===== src/rtl/cond_exec_sequencer.sv =====
// Conditional-execution controller: owns the {C,N,V,Z} flag register, evaluates the
// ARM condition field of each accepted instruction, then runs, skips or aborts it.
module cond_exec_sequencer #(
   parameter int TIMEOUT = 16,
   parameter int CNT_W   = 16
) (
   input  logic             Clk,
   input  logic             Reset,
   input  logic             IR_Valid,
   input  logic [31:0]      IR,
   output logic             Ready,
   input  logic             Exec_Done,
   input  logic [3:0]       ALU_Flags,
   input  logic             Flags_Wr,
   input  logic [3:0]       Flags_In,
   output logic [3:0]       Flags,
   output logic             Exec_En,
   output logic             Commit,
   output logic             Skipped,
   output logic             Abort,
   output logic [CNT_W-1:0] Exec_Count,
   output logic [CNT_W-1:0] Skip_Count,
   output logic [CNT_W-1:0] Abort_Count,
   output logic [2:0]       Dbg_State
);

   localparam logic [2:0] S_IDLE   = 3'd0;
   localparam logic [2:0] S_EVAL   = 3'd1;
   localparam logic [2:0] S_EXEC   = 3'd2;
   localparam logic [2:0] S_COMMIT = 3'd3;
   localparam logic [2:0] S_SKIP   = 3'd4;
   localparam logic [2:0] S_ABORT  = 3'd5;

   localparam int TW = (TIMEOUT > 1) ? $clog2(TIMEOUT) : 1;
   localparam logic [TW-1:0] CNT_LAST = TW'(TIMEOUT - 1);

   // Handshake: an instruction is taken on any rising edge where IR_Valid && Ready;
   // Ready is high only in IDLE, and IR is ignored whenever Ready is low.

   logic [2:0]       state_q, state_d;
   logic [3:0]       flags_q, flags_d;
   logic [3:0]       cond_q, cond_d;
   logic             s_q, s_d;
   logic [3:0]       alu_q, alu_d;
   logic [TW-1:0]    cnt_q, cnt_d;
   logic [CNT_W-1:0] exec_cnt_q, exec_cnt_d;
   logic [CNT_W-1:0] skip_cnt_q, skip_cnt_d;
   logic [CNT_W-1:0] abort_cnt_q, abort_cnt_d;
   logic             unused_ir;

   assign unused_ir = ^{IR[27:21], IR[19:0]};

   // Flag order is {C,N,V,Z}.
   function automatic logic cond_pass(input logic [3:0] cond, input logic [3:0] f);
      logic c, n, v, z;
      c = f[3];
      n = f[2];
      v = f[1];
      z = f[0];
      case (cond)
         4'h0:    cond_pass = z;
         4'h1:    cond_pass = !z;
         4'h2:    cond_pass = c;
         4'h3:    cond_pass = !c;
         4'h4:    cond_pass = n;
         4'h5:    cond_pass = !n;
         4'h6:    cond_pass = v;
         4'h7:    cond_pass = !v;
         4'h8:    cond_pass = c & !z;
         4'h9:    cond_pass = !c | z;
         4'hA:    cond_pass = (n == v);
         4'hB:    cond_pass = (n != v);
         4'hC:    cond_pass = !z & (n == v);
         4'hD:    cond_pass = z | (n != v);
         4'hE:    cond_pass = 1'b1;
         default: cond_pass = 1'b0;
      endcase
   endfunction

   always_comb begin
      state_d     = state_q;
      flags_d     = flags_q;
      cond_d      = cond_q;
      s_d         = s_q;
      alu_d       = alu_q;
      cnt_d       = cnt_q;
      exec_cnt_d  = exec_cnt_q;
      skip_cnt_d  = skip_cnt_q;
      abort_cnt_d = abort_cnt_q;
      case (state_q)
         S_IDLE: begin
            if (Flags_Wr) flags_d = Flags_In;
            if (IR_Valid) begin
               cond_d  = IR[31:28];
               s_d     = IR[20];
               state_d = S_EVAL;
            end
         end
         S_EVAL: begin
            cnt_d   = '0;
            state_d = cond_pass(cond_q, flags_q) ? S_EXEC : S_SKIP;
         end
         S_EXEC: begin
            // Completion takes priority over a timeout in the same cycle.
            if (Exec_Done) begin
               alu_d   = ALU_Flags;
               state_d = S_COMMIT;
            end else if (cnt_q == CNT_LAST) begin
               state_d = S_ABORT;
            end else begin
               cnt_d = cnt_q + 1'b1;
            end
         end
         S_COMMIT: begin
            if (s_q) flags_d = alu_q;
            exec_cnt_d = exec_cnt_q + 1'b1;
            state_d    = S_IDLE;
         end
         S_SKIP: begin
            skip_cnt_d = skip_cnt_q + 1'b1;
            state_d    = S_IDLE;
         end
         S_ABORT: begin
            abort_cnt_d = abort_cnt_q + 1'b1;
            state_d     = S_IDLE;
         end
         default: state_d = S_IDLE;
      endcase
   end

   always_ff @(posedge Clk) begin
      if (Reset) begin
         state_q     <= S_IDLE;
         flags_q     <= '0;
         cond_q      <= '0;
         s_q         <= 1'b0;
         alu_q       <= '0;
         cnt_q       <= '0;
         exec_cnt_q  <= '0;
         skip_cnt_q  <= '0;
         abort_cnt_q <= '0;
      end else begin
         state_q     <= state_d;
         flags_q     <= flags_d;
         cond_q      <= cond_d;
         s_q         <= s_d;
         alu_q       <= alu_d;
         cnt_q       <= cnt_d;
         exec_cnt_q  <= exec_cnt_d;
         skip_cnt_q  <= skip_cnt_d;
         abort_cnt_q <= abort_cnt_d;
      end
   end

   assign Ready       = (state_q == S_IDLE);
   assign Exec_En     = (state_q == S_EXEC) && (cnt_q == '0);
   assign Commit      = (state_q == S_COMMIT);
   assign Skipped     = (state_q == S_SKIP);
   assign Abort       = (state_q == S_ABORT);
   assign Flags       = flags_q;
   assign Exec_Count  = exec_cnt_q;
   assign Skip_Count  = skip_cnt_q;
   assign Abort_Count = abort_cnt_q;
   assign Dbg_State   = state_q;

endmodule

===== config.mk =====
export PLATFORM = sky130hd
export DESIGN_NAME = cond_exec_sequencer
export DESIGN_NICKNAME = d
export VERILOG_FILES = /design/src/rtl/cond_exec_sequencer.sv
export SDC_FILE = /design/constraint.sdc
export NUM_CORES = 1
export LEC_CHECK = 0
export ABC_AREA = 1
export CORE_ASPECT_RATIO = 0.75
export CORE_MARGIN = 1
export CORE_UTILIZATION = 25
export CTS_CLUSTER_SIZE = 12
export DETAILED_ROUTE_END_ITERATION = 10
export DONT_BUFFER_PORTS = 1
export GPL_ROUTABILITY_DRIVEN = 0
export GPL_TIMING_DRIVEN = 1
export PLACE_DENSITY = 0.35
export SLEW_MARGIN = 20
export SYNTH_ARGS = -nofsm -noshare
export SYNTH_HDL_FRONTEND = slang
export SYNTH_SLANG_ARGS = --single-unit

===== constraint.sdc =====
create_clock -name Clk -period 3.4 [get_ports Clk]
set_input_delay 0.68 -clock Clk [delete_from_list [all_inputs] [get_ports Clk]]
set_output_delay 0.68 -clock Clk [all_outputs]
set_load 0.01 [all_outputs]

# After elaboration in Yosys (flattened, before gate mapping)

Cells that the tools add are included.

Logic and storage cells: 73
Input port bits: 45
Flip-flop bits (word level): 68
Output and inout port bits: 60

Bitwise operators: 4
Eq/ne operators: 28
$add $sub $neg: 4
Muxes and demuxes: 13
Reduce and logical (&&, ||, !) cells: 15

Operators with widths:

| kind                                                   | number |
|---|---|
| adder 16 x 1 -> 16 bit (second input constant)         | 3 |
| == test 4 bit (second input constant)                  | 8 |
| == test 4 x 3 -> 1 bit (second input constant)         | 4 |
| 2-to-1 mux 4 bit                                       | 4 |
| one-hot mux 4 bit (2 select lines)                     | 2 |
| one-hot mux 1 bit (15 select lines)                    | 1 |
| 2-to-1 mux 3 bit                                       | 4 |
| one-hot mux 3 bit (3 select lines)                     | 1 |
| == test 4 x 2 -> 1 bit (second input constant)         | 2 |
| zero test 4 bit                                        | 2 |
| == test 3 x 2 -> 1 bit (second input constant)         | 2 |
| == test 3 bit (second input constant)                  | 2 |
| inequality test 2 bit (second input constant)          | 3 |
| AND reduction 2 bit                                    | 3 |
| AND reduction 3 bit                                    | 2 |
| adder 4 x 1 -> 4 bit (second input constant)           | 1 |
| == test 4 x 1 -> 1 bit (second input constant)         | 1 |
| zero test 1 bit                                        | 4 |
| inequality test 2 x 1 -> 1 bit (second input constant) | 2 |
| nonzero test 2 bit                                     | 2 |
| == test 3 x 1 -> 1 bit (second input constant)         | 1 |
| zero test 3 bit                                        | 1 |
| inequality test 3 bit (second input constant)          | 1 |
| bitwise AND 1 bit                                      | 2 |
| 5 further kinds                                        | 6 |

# Longest topological paths before layout

Gate-level depths: netlist (run 1).

Word-level depth: 6
Depth in mapped cells: 12
Gate-level depth less buffers: 12

# Least setup slack after synthesis (run 1)

OpenSTA, ideal clock, no wires.

Kind: reg-to-output
Start point: register state_q[0] (netlist: Dbg_State[0])
End point: output port Commit
Buffers on the path: 0
Arrival: 0.880 ns
Path slack: 1.840 ns
Required time: 2.720 ns
Stages on the path, launching flop included: 3
Cells stage by stage: dfxtp_1 > nand3_4 > inv_1

Word-level cells in the longest chain between the ends: 1

RTL lines:

| element                | RTL line | RTL |
|---|---|---|
| start, declared        | 40       | `logic [2:0] state_q, state_d;` |
| start signal, assigned | 143      | `state_q <= state_d;` |
| == test 3 x 2 -> 1 bit | 157      | `assign Commit = (state_q == S_COMMIT);` |
| end, declared          | 18       | `output logic Commit,` |

Every way passes these cells.

# Final worst setup path (run 1)

Same ends and word-level chain as after synthesis.

==> out/results.txt, run 1 <==
worst min-delay path startpoint = Reset
CP startpoint kind = flop
Worst slew margin = 48.35%
critical-path maximum fanout = 10
Crit. End Element = output pin
Initial DRT Pass Iterations = 4
DRC viols = 0
clock slew at reported path FFs = 0.06 ns
placed insts = 646
CTS root buffer = clkbuf_16
clock latency at the later pin of the worst-skew pair = 0.33 ns
Compound-Gate Fraction of Synth Area = 14.16%
Setup Fix Bufs, Post-CTS = 0
# hold bufs at CTS = 0
largest net degree at the start of global routing = 25
WP data required = 2.72 ns
Post-synth EDFFs = 0
layout cells sized above 1 = 9.776%
Int Power = 1.504 mW
I/O pin count = 105
FF/Latch Area = 1361 um^2
CP Buf/Inv Count = 1
die footprint = 14,040 um^2
Mapped Area = 3392 um^2
FF+latch count, synth = 68
mux cell area share after synthesis = 0%
Final Setup Violations = 0
CTS Sinks = 68
Slowest cell on crit path = dfxtp_1
TritonCTS clock tree = yes
number of global-route vias before repair = 2,715
nets@finish = 536
Synth Area per Inst = 7.067 um^2
HPWL Detailed = 6646 um
Routed WL per cell = 13.66 um
global router's overall resource usage = 13.43%
Slew Limit Fails = 0
CTS HTree Levels = 3
asr flop ratio synth = 0%
status = complete, no violations
Setup crit start = Dbg_State[0]$_SDFFE_PP0P_
first-pass GRT wire length = 14,280 um
max-cap viol count = 0
Syn Inst Count = 480
PD cells = 535.1 nW/um^2
syn_nets = 530
largest family of logic cells by synthesized area = simple AND/OR/NAND/NOR gates
die height = 102.9 um
top_reg_cell synth = dfxtp_1
Post-Route Setup TNS = 0 ns
via/cell ratio = 4.532
sequential area share after synthesis = 40.13%
CP top delay family = flip-flops
clk buf depth = 2
crit share post-route = 61.41%
die width = 136.5 um
fin cells = 662
critical path type = flop to output pin
crit-path cells = nand3_4 -> inv_1
clock network power share = 46.1%
Sw Pwr = 579.4 uW
crit path DAT = 1.41 ns
initial antenna violation count = 0
adder-cell area share of the yosys netlist = 1.844%
switching share of power = 27.81%
leakage = 1.542 nW
RR Startpoint = Dbg_State[0]$_SDFFE_PP0P_
Port Buffers = 0
Site Rows = 36
Clock Skew = 0.005051 ns
Area Growth Syn to Fin = 14.79%
core area = 13,110 um^2
Post-Synth XOR/XNOR Area = 2.066%
Final WS setup = 1.312 ns
Tightest Pin Transition = 0.7738 ns
share of the synthesized area in the top cell type = 40.13%
Fillers = 1,445
GRT Residual Overflow = 0
RSZ-0062 raised after global routing = no
vias = 3,000
YS warnings = 0
Gate power share = 11.0%
Hold Vio Cnt, Final = 0
Reg power frac = 43.0%
Setup WS pre-CTS = 1.402 ns
antenna cells = 0
CTS Buf Count = 9
CP max stage delay = 0.53 ns
class of the worst hold path = input pin to flop
largest area contributor in the netlist = dfxtp_1
library cells used by synthesis = 32
top post-synthesis cells by area = dfxtp_1, nand2_1, inv_1
f_max = 478.9 MHz
Initial Util = 25.88%
Synth Area in Simple Gates = 33.38%
initial drt markers = 124
worst vdd ir = 0.2259 mV
drt total wl = 9043 um
Multi-input gate area = 1745 um^2
min Tclk post-route = 2.088 ns
Post-DRT Antenna Nets = 0
Post-CTS Resized = 0
==> synth_stat cells (2+ instances only) <==
cell type	instances
nand3_1	30
dfxtp_1	68
nand3_2	3
o21ai_0	30
nand4_1	7
nor2_1	51
o21ai_2	2
nand2_1	101
inv_1	67
xor2_1	7
nand2_2	3
o21ai_1	6
a21oi_1	47
nand2_4	2
o21a_1	3
nor2_4	5
ha_1	5
clkbuf_1	5
nor3_4	3
nand3_4	2
nor2_2	4
inv_2	3
nor3_1	14
a31oi_1	4
==> cell families (layout without fill, tap and decap cells) <==
family,count (synthesis),in the layout
flip-flops,68,68
adder cells (fa/ha/maj),5,5
buffers and inverters,76,87
XOR/XNOR,8,8
AO/OA/AOI/OAI,92,92
AND/OR/NAND/NOR,231,231
==> state kept, by name, summed over array words and instances (netlist names) <==
signal,cells
Exec_Count,16
Dbg_State,3
cnt_q,4
Abort_Count,16
Flags,4
cond_q,4
s_q,1
alu_q,4
Skip_Count,16
==> stage by stage <==
| step | cell area [um^2] | hold slack [ns] | total power [mW] | util, % |
|---|---|---|---|---|
| finish | 3894 | 0.4164 | 2.083 | 29.71 |
| global route | 3894 | 0.3962 | 2.195 | 29.71 |
| CTS | 3894 | 0.3969 | 2.126 | 29.71 |
| detailed placement | 3591 | 0.4474 | 1.143 | 27.40 |
| global placement | 3591 | 0.4492 | 1.143 | 27.40 |
| floorplan | 3392 | 0.4410 | 1.077 | - |
==> power groups by stage <==
| stage | logic [mW] | registers [mW] | clock network [mW] |
|---|---|---|---|
| after floorplan | 0.180 | 0.897 | 0 |
| after global placement | 0.230 | 0.913 | 0 |
| after detailed placement | 0.230 | 0.914 | 0 |
| after CTS | 0.231 | 0.896 | 0.999 |
| after global routing | 0.263 | 0.902 | 1.03 |
| final | 0.229 | 0.895 | 0.959 |
==> worst reg2reg max path, cell delays in order (launching register included) <==
cell	delay, ns
dfxtp_1	0.41
nor2_1	0.18
inv_1	0.07
nor2_1	0.39
nand2_1	0.38
o21ai_0	0.29
a21oi_1	0.06
==> cell usage in the layout, fill, tap and decap left out <==
cell,synthesis,routed
nor3_4,3,3
or2_2,1,1
o21ai_1,6,6
a31oi_1,4,4
bufinv_16,0,1
nor2_2,4,4
xor2_1,7,7
inv_1,67,67
clkinv_2,0,4
nor3_2,1,1
clkbuf_16,0,9
nand3_2,3,3
nand4_2,1,1
clkbuf_8,0,2
nand2_2,3,3
dfxtp_1,68,68
xnor2_1,1,1
nand2_4,2,2
nor2_1,51,51
a21oi_1,47,47
o21a_1,3,3
nor2_4,5,5
o21ai_2,2,2
buf_4,0,1
nand3_4,2,2
ha_1,5,5
nand4_1,7,7
nor3_1,14,14
and3_1,1,1
nand3_1,30,30
o21ai_0,30,30
nor2_8,1,1
nand2_1,101,101
inv_2,3,3
nor4_1,1,1
==> metal layers <==
| layer | up-vias | global-route usage (%) | wire length [um] |
|---|---|---|---|
| met2 | 69 | 19.13 | 3719 |
| met1 | 1353 | 18.32 | 4618 |
| met4 | 0 | 4.103 | 81 |
| met3 | 8 | 5.457 | 623 |
| met5 | - | 0 | 0 |
| li1 | 1570 | - | - |
==> final cells by class <==
type                       instances  area share, %
inverter                          70          6.748
clock buffer                      11          6.491
clock inverter                     5          1.285
timing repair buffer               1         0.1928
tap                              171          5.495
multi-input combinational        336          44.83
sequential                        68          34.96
==> worst paths after layout <==
path                                                to  slack, ns  cells after the start
worst max-delay path                            Commit       1.31                      2
worst min-delay path             alu_q[2]$_SDFFE_PP0P_       0.42                      1
worst min register to register   alu_q[0]$_SDFFE_PP0P_       0.46                      2
worst max register to register  cond_q[1]$_SDFFE_PP0P_       1.51                      6
Note: power is estimated with default switching activity, not from simulation.
==> inputs of run 2 (changes only) <==
--- a/config.mk
+++ b/config.mk
@@ -14,7 +14,7 @@
 export DONT_BUFFER_PORTS = 1
 export GPL_ROUTABILITY_DRIVEN = 0
 export GPL_TIMING_DRIVEN = 1
-export PLACE_DENSITY = 0.35
+export PLACE_DENSITY = 0.37
 export SLEW_MARGIN = 20
 export SYNTH_ARGS = -nofsm -noshare
 export SYNTH_HDL_FRONTEND = slang
==> constraint.sdc (replaced) <==
create_clock -name Clk -period 1.7 [get_ports Clk]
set_input_delay 0.34 -clock Clk [delete_from_list [all_inputs] [get_ports Clk]]
set_output_delay 0.34 -clock Clk [all_outputs]
set_load 0.01 [all_outputs]
==> run 2 against run 1 <==
  * Core utilization up 2.1 points
  * Largest cell class unchanged
  * Highest routed layer unchanged
  * Worst setup slack worse by 1.2 ns
  * Clock-buffer cell count up 2
  * Cell area up 7.2%
==> out/results.txt, run 2 (synthesis results as in run 1) <==
PD cells = 1041 nW/um^2
via/cell ratio = 4.503
largest net degree at the start of global routing = 29
Fillers = 1,430
Final Setup Violations = 0
worst vdd ir = 0.5076 mV
CP startpoint kind = flop
CTS HTree Levels = 3
f_max = 626.2 MHz
most frequent cells in the layout = nand2_1, inv_1, dfxtp_1
global router's overall resource usage = 14.04%
Multi-input gate area = 1750 um^2
class of the worst hold path = input pin to flop
die footprint = 14,040 um^2
TritonCTS clock tree = yes
die width = 136.5 um
Initial DRT Pass Iterations = 4
initial antenna violation count = 0
drt total wl = 9181 um
nets@finish = 568
Post-DRT Antenna Nets = 0
I/O pin count = 105
critical path type = flop to output pin
highest routed layer = met4
Port Buffers = 0
hold_ws = 0.06666 ns
vias = 3,125
flop2flop setup slack = 0.16 ns
reg2reg path depth = 11
clock latency at the later pin of the worst-skew pair = 0.34 ns
clk buf depth = 2
antenna cells = 0
die height = 102.9 um
min Tclk post-route = 1.597 ns
WP data required = 1.36 ns
first-pass GRT wire length = 15,010 um
number of global-route vias before repair = 2,920
Tightest Pin Transition = 0.3519 ns
crit path DAT = 1.26 ns
DRC viols = 0
worst min-delay path startpoint = Reset
met1 wire length = 4510 um
Clock Skew = 0.007692 ns
hold endpoint = alu_q[2]$_SDFFE_PP0P_
Setup Fix Bufs, Post-CTS = 0
Hold Vio Cnt, Final = 0
leakage = 1.706 nW
CTS Buf Count = 9
most common cell after layout, fill and taps aside = nand2_1
FF/Latch Area = 1368 um^2
layout cells sized above 1 = 16.44%
WL met2 = 3941 um
core area = 13,110 um^2
Area Growth Syn to Fin = 23.02%
Worst slew margin = 76.32%
GRT Residual Overflow = 0
RSZ-0062 raised after global routing = yes
max-cap viol count = 0
CTS Sinks = 68
clock slew at reported path FFs = 0.06 ns
metal3 WL = 598 um
critical-path maximum fanout = 8
hold path cells = 1
Initial Util = 25.88%
crit share post-route = 93.94%
Crit. End Element = output pin
# hold bufs at CTS = 0
Post-Route Setup TNS = 0 ns
Slew Limit Fails = 0
status = complete, no violations
initial drt markers = 120
Site Rows = 36
HPWL Detailed = 6836 um
CTS root buffer = clkbuf_16
Routed WL per cell = 13.23 um
R2R Path End = Dbg_State[1]$_SDFFE_PP0P_
RR Startpoint = Flags[1]$_SDFFE_PP0P_
==> run 2: through the flow <==
| stage | area [um^2] | worst slack [ns] | total power, mW | cells | util [%] |
|---|---|---|---|---|---|
| 6_report | 4173 | 0.1031 | 4.344 | 694 | 31.83 |
| 5_1_grt | 4173 | -0.006765 | 4.582 | 694 | 31.83 |
| 4_1_cts | 4167 | 0.03157 | 4.427 | 694 | 31.79 |
| 3_5_place_dp | 3831 | 0.06031 | 2.365 | 678 | 29.23 |
| 3_3_place_gp | 3831 | 0.08101 | 2.360 | 678 | 29.23 |
| 2_1_floorplan | 3392 | 0.1810 | 2.154 | 480 | - |
==> run 2: worst max path at each step <==
| stage | slack, ns | start | end | cells after the start |
|---|---|---|---|---|
| 2_1_floorplan | 0.18 | Dbg_State[0]$_SDFFE_PP0P_ | Exec_Count[14]$_SDFFE_PP0P_ | 8 |
| 3_3_place_gp | 0.08 | Dbg_State[2]$_SDFFE_PP0P_ | Skip_Count[15]$_SDFFE_PP0P_ | 7 |
| 3_5_place_dp | 0.06 | Dbg_State[2]$_SDFFE_PP0P_ | Skip_Count[13]$_SDFFE_PP0P_ | 7 |
| 4_1_cts | 0.03 | Dbg_State[2]$_SDFFE_PP0P_ | Commit | 4 |
| 5_1_grt | -0.007 | Dbg_State[1]$_SDFFE_PP0P_ | Skip_Count[13]$_SDFFE_PP0P_ | 8 |
| 6_report | 0.10 | Dbg_State[1]$_SDFFE_PP0P_ | Abort | 4 |
==> run 2: timing repair <==
item | 4_1_cts | 5_1_grt
resized for setup | 5 | 4
pin swaps | 0 | 2
gates cloned | 0 | 0
setup endpoints to repair | 3 | 7
==> run 2: area by class of cell <==
class	count	share of cell area [%]
well taps	171	5.127
multi-input cells	336	41.95
clock buffers	13	6.717
flip-flops and latches	68	32.77
clock inverters	3	1.019
inverters	70	6.387
repair buffers	33	6.027
==> run 2: critical path: stages (launching register included) <==
cell and delay [ns]:
dfxtp_1 0.35, inv_2 0.10, nand3_4 0.10, buf_4 0.19, inv_1 0.18
==> run 2: where the power goes <==
| group | total (mW) | internal (mW) | switching, mW |
|---|---|---|---|
| clock | 2.01 | 1.29 | 0.718 |
| sequential | 1.76 | 1.67 | 0.0927 |
| combinational | 0.570 | 0.208 | 0.362 |
==> run 2: routing by layer <==
metal	global-route usage (%)	up-vias
met5	0	-
li1	-	1636
met2	21.32	55
met3	5.310	11
met1	18.19	1423
met4	4.872	0
==> inputs of run 3 (changes only) <==
--- a/config.mk
+++ b/config.mk
@@ -15,6 +15,7 @@
 export GPL_ROUTABILITY_DRIVEN = 0
 export GPL_TIMING_DRIVEN = 1
 export PLACE_DENSITY = 0.37
+export SKIP_LAST_GASP = 1
 export SLEW_MARGIN = 20
 export SYNTH_ARGS = -nofsm -noshare
 export SYNTH_HDL_FRONTEND = slang
==> run 3 against run 2 <==
  * Worst hold slack about the same
  * Die area unchanged
  * Clock skew increased by 0.0012 ns
  * Sequential share of layout area hardly changed
  * Critical path depth unchanged
  * First-iteration DRC count rose by 2.5%
  * Wire length barely moved
  * Maximum frequency down 1.6%
  * Largest power group unchanged
==> out/results.txt, run 3 (synthesis results as in run 1) <==
critical-path maximum fanout = 8
core area = 13,110 um^2
GRT Residual Overflow = 0
critical path type = flop to output pin
Worst slew margin = 76.32%
clock slew at reported path FFs = 0.06 ns
max-cap viol count = 0
HPWL Detailed = 6836 um
die height = 102.9 um
CTS Buf Count = 9
via/cell ratio = 4.507
Routed WL per cell = 13.23 um
Design Area, Final = 4170 um^2
Setup WS pre-CTS = 0.06031 ns
I/O pin count = 105
f_max = 616.3 MHz
Clock Skew = 0.008926 ns
Final Setup Violations = 0
clock latency at the later pin of the worst-skew pair = 0.34 ns
WP data required = 1.36 ns
number of global-route vias before repair = 2,920
initial antenna violation count = 0
Pwr Total = 4.344 mW
vias = 3,128
fin cells = 694
RSZ-0062 raised after global routing = yes
worst vdd ir = 0.5076 mV
largest net degree at the start of global routing = 29
global router's overall resource usage = 14.04%
crit path DAT = 1.28 ns
most frequent cells in the layout = nand2_1, inv_1, dfxtp_1
Post-Route Setup TNS = 0 ns
Port Buffers = 0
antenna cells = 0
CTS Sinks = 68
die width = 136.5 um
CTS root buffer = clkbuf_16
TritonCTS clock tree = yes
placed insts = 678
DRC viols = 0
die footprint = 14,040 um^2
most common cell after layout, fill and taps aside = nand2_1
min Tclk post-route = 1.623 ns
flop2flop setup slack = 0.16 ns
Site Rows = 36
CP startpoint kind = flop
Post-DRT Antenna Nets = 0
Initial DRT Pass Iterations = 4
Area Growth Syn to Fin = 22.94%
Tightest Pin Transition = 0.3519 ns
first-pass GRT wire length = 15,010 um
crit share post-route = 95.45%
Initial Util = 25.88%
class of the worst hold path = input pin to flop
drt total wl = 9180 um
Hold Vio Cnt, Final = 0
CTS HTree Levels = 3
leakage = 1.706 nW
layout cells sized above 1 = 16.44%
status = complete, no violations
placed cell area = 3831 um^2
Fillers = 1,428
Final WS setup = 0.07736 ns
PD cells = 1042 nW/um^2
nets@finish = 568
Crit. End Element = output pin
Slew Limit Fails = 0
initial drt markers = 123
clk buf depth = 2
run 3: final cells by class:
class / instances / area (um^2) / share of cell area [%]
flip-flops and latches: 68 / 1365 / 32.73
inverters: 70 / 266.5 / 6.391
well taps: 171 / 214.0 / 5.131
multi-input cells: 336 / 1750 / 41.97
clock buffers: 13 / 280.3 / 6.721
repair buffers: 33 / 251.5 / 6.031
clock inverters: 3 / 42.54 / 1.020
run 3: where the power goes:
group	internal, mW	leakage (nW)	switching [mW]
logic	0.208	0.997	0.362
registers	1.67	0.551	0.0924
clock network	1.29	0.158	0.718
run 3: what timing repair did:
item / in CTS / in global routing
setup buffers: 0 / 0
setup endpoints to repair: 3 / 7
gates resized for setup: 4 / 4
pin swaps: 0 / 2
hold buffers: 0 / 0
run 3: worst paths after layout:
path,depth (start not counted),to,startpoint
hold / removal,1,alu_q[2]$_SDFFE_PP0P_,Reset
setup reg to reg,11,Dbg_State[1]$_SDFFE_PP0P_,Flags[1]$_SDFFE_PP0P_
hold reg to reg,2,alu_q[2]$_SDFFE_PP0P_,alu_q[2]$_SDFFE_PP0P_
setup / recovery,4,Commit,Dbg_State[2]$_SDFFE_PP0P_
run 3: metrics by stage:
| stage | hold slack, ns | util, % |
|---|---|---|
| detailed placement | 0.4150 | 29.23 |
| finish | 0.06665 | 31.82 |
| floorplan | 0.4410 | - |
| CTS | 0.04715 | 31.76 |
| global placement | 0.4133 | 29.23 |
| global route | 0.04955 | 31.82 |
run 3: layer usage:
| layer | vias to the layer above | share of wire [%] | track usage, % |
|---|---|---|---|
| met2 | 57 | 43 | 21.32 |
| li1 | 1636 | - | - |
| met4 | 0 | 1.4 | 4.872 |
| met5 | - | 0 | 0 |
| met3 | 11 | 7.1 | 5.310 |
| met1 | 1424 | 49 | 18.19 |
run 3: worst max-delay path, stage by stage (launching register included):
cell and delay, ns:
dfxtp_2 0.41, inv_2 0.06, nand3_4 0.10, buf_6 0.17
clkinvlp_4 0.20
